`src/rtl/rgb2hsv_pkg.sv`:
```
// Shared constants, divider sizing and FSM state encoding for the RGB-to-HSV converter.
// Latency: n/a (declarations only).
// Backpressure: n/a.
package rgb2hsv_pkg;

   // Hue scale: six sectors of 43 units, red at 0, green at 85, blue at 171
   localparam logic [7:0] SECTOR = 8'd43;
   localparam logic [7:0] HUE_G  = 8'd85;
   localparam logic [7:0] HUE_B  = 8'd171;

   // Serial divider geometry: 16-bit dividend, 8-bit divisor and quotient
   localparam int DIV_DW = 16;
   localparam int DIV_QW = 8;

   typedef enum logic [2:0] {
      IDLE,
      LOAD,
      DIV_S,
      DIV_H,
      OUT
   } state_t;

   // Which channel holds the maximum (ties resolve R > G > B)
   typedef enum logic [1:0] {
      SEL_R,
      SEL_G,
      SEL_B
   } sel_t;

endpackage

```
`src/rtl/rgb2hsv_seq_div.sv`:
```
// Restoring divider 16/8 -> 8, one quotient bit per cycle, MSB first.
// Latency: start edge computes bit 7, done pulses one cycle after the 8th bit.
// Backpressure: none; a new start always restarts, the quotient holds until then.
module serial_div16by8
   import rgb2hsv_pkg::*;
(
   input  logic              clk,
   input  logic              reset,
   input  logic              start,
   input  logic [DIV_DW-1:0] dividend,
   input  logic [DIV_QW-1:0] divisor,
   output logic [DIV_QW-1:0] quotient,
   output logic              done
);

   logic [7:0] r_rem;
   logic [7:0] r_lo;
   logic [7:0] r_quo;
   logic [7:0] r_dvs;
   logic [2:0] r_cnt;
   logic       r_busy;
   logic       r_done;

   logic [7:0] w_rem_in;
   logic [7:0] w_lo_in;
   logic [7:0] w_dvs_in;
   logic [8:0] w_trial;
   logic       w_ge;
   logic [7:0] w_rem_sub;

   // On start the first step runs straight from the operands, so 8 bits need 8 edges.
   // The partial remainder is always below the divisor, so it fits 8 bits.
   assign w_rem_in  = start ? dividend[15:8] : r_rem;
   assign w_lo_in   = start ? dividend[7:0]  : r_lo;
   assign w_dvs_in  = start ? divisor        : r_dvs;
   assign w_trial   = {w_rem_in, w_lo_in[7]};
   assign w_ge      = (w_trial >= {1'b0, w_dvs_in});
   assign w_rem_sub = w_trial[7:0] - w_dvs_in;

   // One restoring step per cycle plus iteration bookkeeping
   always_ff @(posedge clk) begin
      if (reset) begin
         r_rem  <= '0;
         r_lo   <= '0;
         r_quo  <= '0;
         r_dvs  <= '0;
         r_cnt  <= '0;
         r_busy <= 1'b0;
         r_done <= 1'b0;
      end else begin
         if (start || r_busy) begin
            r_rem <= w_ge ? w_rem_sub : w_trial[7:0];
            r_lo  <= {w_lo_in[6:0], 1'b0};
            r_quo <= start ? {7'd0, w_ge} : {r_quo[6:0], w_ge};
            r_dvs <= w_dvs_in;
         end
         if (start) begin
            r_cnt  <= 3'd7;
            r_busy <= 1'b1;
            r_done <= 1'b0;
         end else if (r_busy) begin
            r_cnt  <= r_cnt - 3'd1;
            r_busy <= (r_cnt != 3'd1);
            r_done <= (r_cnt == 3'd1);
         end else begin
            r_done <= 1'b0;
         end
      end
   end

   assign quotient = r_quo;
   assign done     = r_done;

endmodule

```
`src/rtl/rgb2hsv_seq.sv`:
```
// Sequential RGB->HSV (hue scale 0..255, 43 per sector); RGB2HSV_DUAL_DIV_EN selects two parallel dividers.
// Latency: 18 cycles accept->out_valid (10 with RGB2HSV_DUAL_DIV_EN).
// Backpressure: single pixel in flight, in_ready only in IDLE; result holds while out_ready is low.
module rgb2hsv_seq
   import rgb2hsv_pkg::*;
(
   input  logic        clk,
   input  logic        reset,
   input  logic [23:0] tRGB,
   input  logic        in_valid,
   output logic        in_ready,
   output logic [23:0] tHSV,
   output logic        out_valid,
   input  logic        out_ready
);

   state_t      r_state;
   state_t      w_state_nx;
   logic [2:0]  r_cnt;
   logic [23:0] r_pix;

   // Values settled in LOAD
   sel_t        r_sel;
   logic        r_neg;
   logic        r_zero;
   logic [7:0]  r_v;
   logic [7:0]  r_delta;
   logic [15:0] r_num;

   logic        r_out_vld;
   logic [23:0] r_hsv;

   logic [7:0]  w_r, w_g, w_b;
   sel_t        w_sel;
   logic [7:0]  w_max;
   logic [7:0]  w_min;
   logic [8:0]  w_d;
   logic [7:0]  w_abs;
   logic [15:0] w_num;
   logic [15:0] w_s_dvd;
   logic [7:0]  w_s_dvs;
   logic [7:0]  w_h_dvs;

   logic [7:0]  w_s;
   logic [7:0]  w_q_hue;
   logic        w_res_done;
   logic [7:0]  w_hue;
   logic [7:0]  w_sat;

   assign w_r = r_pix[23:16];
   assign w_g = r_pix[15:8];
   assign w_b = r_pix[7:0];

   // Max/min selection with R > G > B tie priority and the signed hue difference
   always_comb begin
      w_sel = SEL_R;
      w_max = w_r;
      w_d   = {1'b0, w_g} - {1'b0, w_b};
      if (w_r >= w_g && w_r >= w_b) begin
         w_sel = SEL_R;
         w_max = w_r;
         w_d   = {1'b0, w_g} - {1'b0, w_b};
      end else if (w_g >= w_b) begin
         w_sel = SEL_G;
         w_max = w_g;
         w_d   = {1'b0, w_b} - {1'b0, w_r};
      end else begin
         w_sel = SEL_B;
         w_max = w_b;
         w_d   = {1'b0, w_r} - {1'b0, w_g};
      end
      w_min = (w_r <= w_g) ? ((w_r <= w_b) ? w_r : w_b) : ((w_g <= w_b) ? w_g : w_b);
   end

   // |d| <= 255, so the magnitude is exact in 8 bits even for d = -255
   assign w_abs = w_d[8] ? (8'd0 - w_d[7:0]) : w_d[7:0];
   assign w_num = {8'd0, w_abs} * {8'd0, SECTOR};

   // 255*delta as a shift-subtract; divisors forced to 1 for gray so timing is unchanged
   assign w_s_dvd = {r_delta, 8'h00} - {8'h00, r_delta};
   assign w_s_dvs = r_zero ? 8'd1 : r_v;
   assign w_h_dvs = r_zero ? 8'd1 : r_delta;

`ifdef RGB2HSV_DUAL_DIV_EN
   logic [7:0] w_quo_s, w_quo_h;
   logic       w_done_s, w_done_h;
   logic       w_start;

   assign w_start = (r_state == DIV_S) && (r_cnt == 3'd0);

   serial_div16by8 u_div_s (
      .clk      (clk),
      .reset    (reset),
      .start    (w_start),
      .dividend (w_s_dvd),
      .divisor  (w_s_dvs),
      .quotient (w_quo_s),
      .done     (w_done_s)
   );

   serial_div16by8 u_div_h (
      .clk      (clk),
      .reset    (reset),
      .start    (w_start),
      .dividend (r_num),
      .divisor  (w_h_dvs),
      .quotient (w_quo_h),
      .done     (w_done_h)
   );

   assign w_s        = w_quo_s;
   assign w_q_hue    = w_quo_h;
   assign w_res_done = (r_state == OUT) && w_done_s && w_done_h;
`else
   logic [7:0] w_quo;
   logic       w_done;
   logic       w_start;
   logic [7:0] r_s;

   // Saturation first, then hue, through one shared divider
   assign w_start = ((r_state == DIV_S) || (r_state == DIV_H)) && (r_cnt == 3'd0);

   serial_div16by8 u_div (
      .clk      (clk),
      .reset    (reset),
      .start    (w_start),
      .dividend ((r_state == DIV_H) ? r_num : w_s_dvd),
      .divisor  ((r_state == DIV_H) ? w_h_dvs : w_s_dvs),
      .quotient (w_quo),
      .done     (w_done)
   );

   // Saturation quotient is ready in the first DIV_H cycle, before the hue start overwrites it
   always_ff @(posedge clk) begin
      if (reset) begin
         r_s <= '0;
      end else if ((r_state == DIV_H) && w_done) begin
         r_s <= w_quo;
      end
   end

   assign w_s        = r_s;
   assign w_q_hue    = w_quo;
   assign w_res_done = (r_state == OUT) && w_done;
`endif

   // FSM next state; divide phases are fixed 8-cycle windows
   always_comb begin
      w_state_nx = r_state;
      case (r_state)
         IDLE:    if (in_valid) w_state_nx = LOAD;
         LOAD:    w_state_nx = DIV_S;
`ifdef RGB2HSV_DUAL_DIV_EN
         DIV_S:   if (r_cnt == 3'd7) w_state_nx = OUT;
`else
         DIV_S:   if (r_cnt == 3'd7) w_state_nx = DIV_H;
`endif
         DIV_H:   if (r_cnt == 3'd7) w_state_nx = OUT;
         OUT:     if (r_out_vld && out_ready) w_state_nx = IDLE;
         default: w_state_nx = IDLE;
      endcase
   end

   // State register and per-state cycle counter
   always_ff @(posedge clk) begin
      if (reset) begin
         r_state <= IDLE;
         r_cnt   <= '0;
      end else begin
         r_state <= w_state_nx;
         r_cnt   <= (w_state_nx != r_state) ? 3'd0 : r_cnt + 3'd1;
      end
   end

   // Pixel capture at accept, then LOAD-stage operand registers
   always_ff @(posedge clk) begin
      if (reset) begin
         r_pix   <= '0;
         r_sel   <= SEL_R;
         r_neg   <= 1'b0;
         r_zero  <= 1'b0;
         r_v     <= '0;
         r_delta <= '0;
         r_num   <= '0;
      end else begin
         if (r_state == IDLE && in_valid) begin
            r_pix <= tRGB;
         end
         if (r_state == LOAD) begin
            r_sel   <= w_sel;
            r_neg   <= w_d[8];
            r_zero  <= (w_max == w_min);
            r_v     <= w_max;
            r_delta <= w_max - w_min;
            r_num   <= w_num;
         end
      end
   end

   // Hue assembly around the sector base; 8-bit wrap handles the red negative side
   always_comb begin
      w_hue = 8'd0;
      case (r_sel)
         SEL_R:   w_hue = r_neg ? (8'd0 - w_q_hue) : w_q_hue;
         SEL_G:   w_hue = r_neg ? (HUE_G - w_q_hue) : (HUE_G + w_q_hue);
         SEL_B:   w_hue = r_neg ? (HUE_B - w_q_hue) : (HUE_B + w_q_hue);
         default: w_hue = 8'd0;
      endcase
      if (r_zero) begin
         w_hue = 8'd0;
      end
      w_sat = r_zero ? 8'd0 : w_s;
   end

   // Registered result; held until the downstream handshake
   always_ff @(posedge clk) begin
      if (reset) begin
         r_out_vld <= 1'b0;
         r_hsv     <= '0;
      end else if (w_res_done) begin
         r_out_vld <= 1'b1;
         r_hsv     <= {w_hue, w_sat, r_v};
      end else if (r_out_vld && out_ready) begin
         r_out_vld <= 1'b0;
      end
   end

   assign in_ready  = (r_state == IDLE);
   assign out_valid = r_out_vld;
   assign tHSV      = r_hsv;

endmodule

```
`config.mk`:
```
export PLATFORM = sky130hd
export DESIGN_NAME = rgb2hsv_seq
export DESIGN_NICKNAME = d
export VERILOG_FILES = /design/src/rtl/rgb2hsv_pkg.sv /design/src/rtl/rgb2hsv_seq_div.sv /design/src/rtl/rgb2hsv_seq.sv
export SDC_FILE = /design/constraint.sdc
export NUM_CORES = 1
export LEC_CHECK = 0
export ABC_AREA = 1
export ABC_CLOCK_PERIOD_IN_PS = 11800
export BUFFER_PORTS_ARGS = -buffer_cell sky130_fd_sc_hd__buf_2
export CORE_UTILIZATION = 55
export DETAILED_ROUTE_END_ITERATION = 12
export GPL_TIMING_DRIVEN = 0
export HOLD_SLACK_MARGIN = 0.02
export PLACE_DENSITY = 0.71
export REMOVE_ABC_BUFFERS = 1
export SLEW_MARGIN = 20
export SYNTH_ARGS = -nofsm -noshare
export SYNTH_HDL_FRONTEND = slang
export SYNTH_SLANG_ARGS = --single-unit
```
`constraint.sdc`:
```
create_clock -name clk -period 11.8 [get_ports clk]
set_clock_uncertainty 0.1 [all_clocks]
set_input_delay 2.36 -clock clk [delete_from_list [all_inputs] [get_ports clk]]
set_output_delay 2.36 -clock clk [all_outputs]
set_load 0.05 [all_outputs]
```
==> results.md <==
- Status: completed
- Top FF cell, synth: dfxtp_1
- HP Class: reg -> reg
- Initial antenna violation count: 0
- Iter 0 DRT Violations: 874
- Metal-1 WL: 11700 µm
- Setup CP Type: reg -> reg
- Fill count: 1607
- Core area: 17200 µm²
- First-pass GRT wire length: 41400 µm
- Worst slew margin: 24.6%
- Setup TNS: 0 ps
- Area grow syn2layout: 10.2%
- Nets: 1570
- Vias in the first global route: 8557
- Die ar.: 18100 µm²
- DRT Wirelength: 25100 µm
- Residual DRC: 0
- Arr. time, crit path: 6270 ps
- Remaining Overflow, GRT: 0
- Setup Viol. Count Final: 0
- Clk buf depth: 2
- Layout cell share with drive strength beyond 1: 9.51%
- Mapped Cells: 1413
- Clock sinks: 133
- DR WL met3: 1270 µm
- Root Driver: clkbuf_16
- CP Launch Type: flip-flop
- Met2 WL: 11500 µm
- Final Hold Viols: 0
- Gr usage total: 28.5%
- Critical Path Sink Type: flip-flop
- Worst Tran Pin Value: 1130 ps
- DR vias: 9438
- Final worst path period share: 51.4%
- Syn avg cell area: 6.84 µm²
- Num ports: 54
- Sequential cell area: 2660 µm²
- Most frequent cells in the layout: nand2_1, inv_1, a21oi_1
- Final Max Slew Viols: 0
- Library cells used by synthesis: 56
- YS warnings: 0
- Gpl congestion: 0.943
- Max Cap Viol: 0
- Post-route minimum period: 6060 ps
- Commonest non-fill, non-tap cell in the layout: nand2_1
- Synthesized flop and latch total: 133
- Post-synth EDFFs: 0
- CP max FO: 13
- Die height: 135 µm
- Port bufs: 53
- Footprint of the multi-input gates: 6070 µm²
- CTS tree: built
- Crit path required time: 12000 ps
- Drt pass-1 iters: 5
- Htree depth: 4
- Clock transition at the registers of the reported paths: 60 ps
- Initial Util: 56.1%
- R2r setup slk: 5740 ps
- Routed len/inst: 15.0 µm
- Post-synthesis sequential area ratio: 27.5%
- Layout Utilization: 61.8%
- F_max: 165 MHz
- Cell Area, Synth: 9670 µm²
- Post-CTS setup buffers: 0
- FP Rows: 48
- Hold buffers post-CTS: 0
- Skew-Pair Late Insertion Delay: 420 ps
- Largest net degree at the start of global routing: 53
- Vias per inst: 5.63
- CTS resizes: 0
- Num CTS Buffers: 17
- Routed Antenna Nets: 0
- Async SR Flop Fraction: 0%
- Ant. Diodes: 0
- RSZ-0062 raised after global routing: false
- Post-DP HPWL: 18700 µm
- Highest metal used: met4
- Die X: 135 µm
-- per-stage QoR --
| step | instances | hold WS [ps] | instance area [µm²] | setup slack, ps |
|---|---|---|---|---|
| final | 1676 | 348 | 10700 | 5740 |
| after global routing | 1676 | 372 | 10700 | 5230 |
| after CTS | 1676 | 356 | 10700 | 5770 |
| after detailed placement | 1644 | 345 | 10000 | 5790 |
| after global placement | 1643 | 332 | 10000 | 5830 |
| after floorplan | 1365 | 317 | 9470 | 6680 |
-- per-layer routing --
layer / track usage, % / vias to the layer above
met3: 3.94 / 60
met1: 37.4 / 4279
met2: 47.4 / 304
met4: 11.4 / 0
met5: 0 / -
li1: - / 4795
-- synthesized netlist by cell type, types with 5 or more instances --
cell / count / share of area, %
a21oi_1: 156 / 8.1
a31oi_1: 8 / 0.52
a32oi_1: 8 / 0.72
clkbuf_1: 41 / 1.6
clkinv_1: 5 / 0.19
dfxtp_1: 133 / 28
fa_1: 14 / 2.9
ha_1: 90 / 12
inv_1: 181 / 7.0
inv_2: 9 / 0.35
nand2_1: 293 / 11
nand2_2: 13 / 0.84
nand3_1: 86 / 4.5
nand4_1: 11 / 0.71
nor2_1: 106 / 4.1
nor2_2: 6 / 0.39
nor3_1: 15 / 0.78
o211ai_1: 13 / 1.0
o21ai_0: 103 / 5.3
o221ai_1: 14 / 1.3
o22ai_1: 22 / 1.4
xnor2_1: 6 / 0.54
xor2_1: 21 / 1.9
-- kinds of logic after synthesis --
| kind of cell | share of synthesized area, % |
|---|---|
| compound gates | 21.2 |
| xor+xnor | 2.45 |
| fa+ha+maj | 14.5 |
| buf+inv | 9.77 |
| flops | 27.5 |
| simple gates | 24.5 |
-- flip-flops by register name, summed over array words and instances (netlist names), 2 cells and up --
register / count
r_pix: 24
tHSV: 24
r_num: 14
r_delta: 8
r_s: 8
r_v: 8
u_div.quotient: 8
u_div.r_dvs: 8
u_div.r_rem: 8
u_div.r_lo: 7
r_cnt: 3
r_state: 3
u_div.r_cnt: 3
r_sel: 2
-- critical path, cell delays in order, from the launching register on --
cell      delay [ps]
dfxtp_1          340
inv_1            120
ha_1             400
nand2_1           90
nand2_1          100
a21oi_4          250
nand4_2          390
nand2_1          200
nand2_2          100
a21oi_4          300
inv_4            100
a21oi_1          160
xor2_1           420
ha_1             340
fa_1             540
inv_1             60
fa_1             530
inv_1             40
ha_1             340
nand2_1           80
o21ai_0          220
a21oi_1           90
nor2_1           150
nor2_1            50
o21bai_1         170
a21oi_1           90
o21ai_0          100
nand2_1           70
-- cell type report --
type	count	area share, %
Clock buffer	20	4.38
Clock inverter	12	1.42
Inverter	197	7.00
Multi-Input combinational cell	1035	56.9
Sequential cell	133	25.0
Tap cell	225	2.64
Timing Repair Buffer	54	2.68
-- worst paths after layout --
kind | from | to | cells after the start
max | r_pix[6] | r_num[10] | 27
min | r_cnt[0] | r_cnt[0] | 1
max reg2reg | r_pix[6] | r_num[10] | 27
min reg2reg | r_cnt[0] | r_cnt[0] | 1
Power is not shown: default switching activity piles up to over one toggle a cycle in this logic, so the estimate is an artifact.
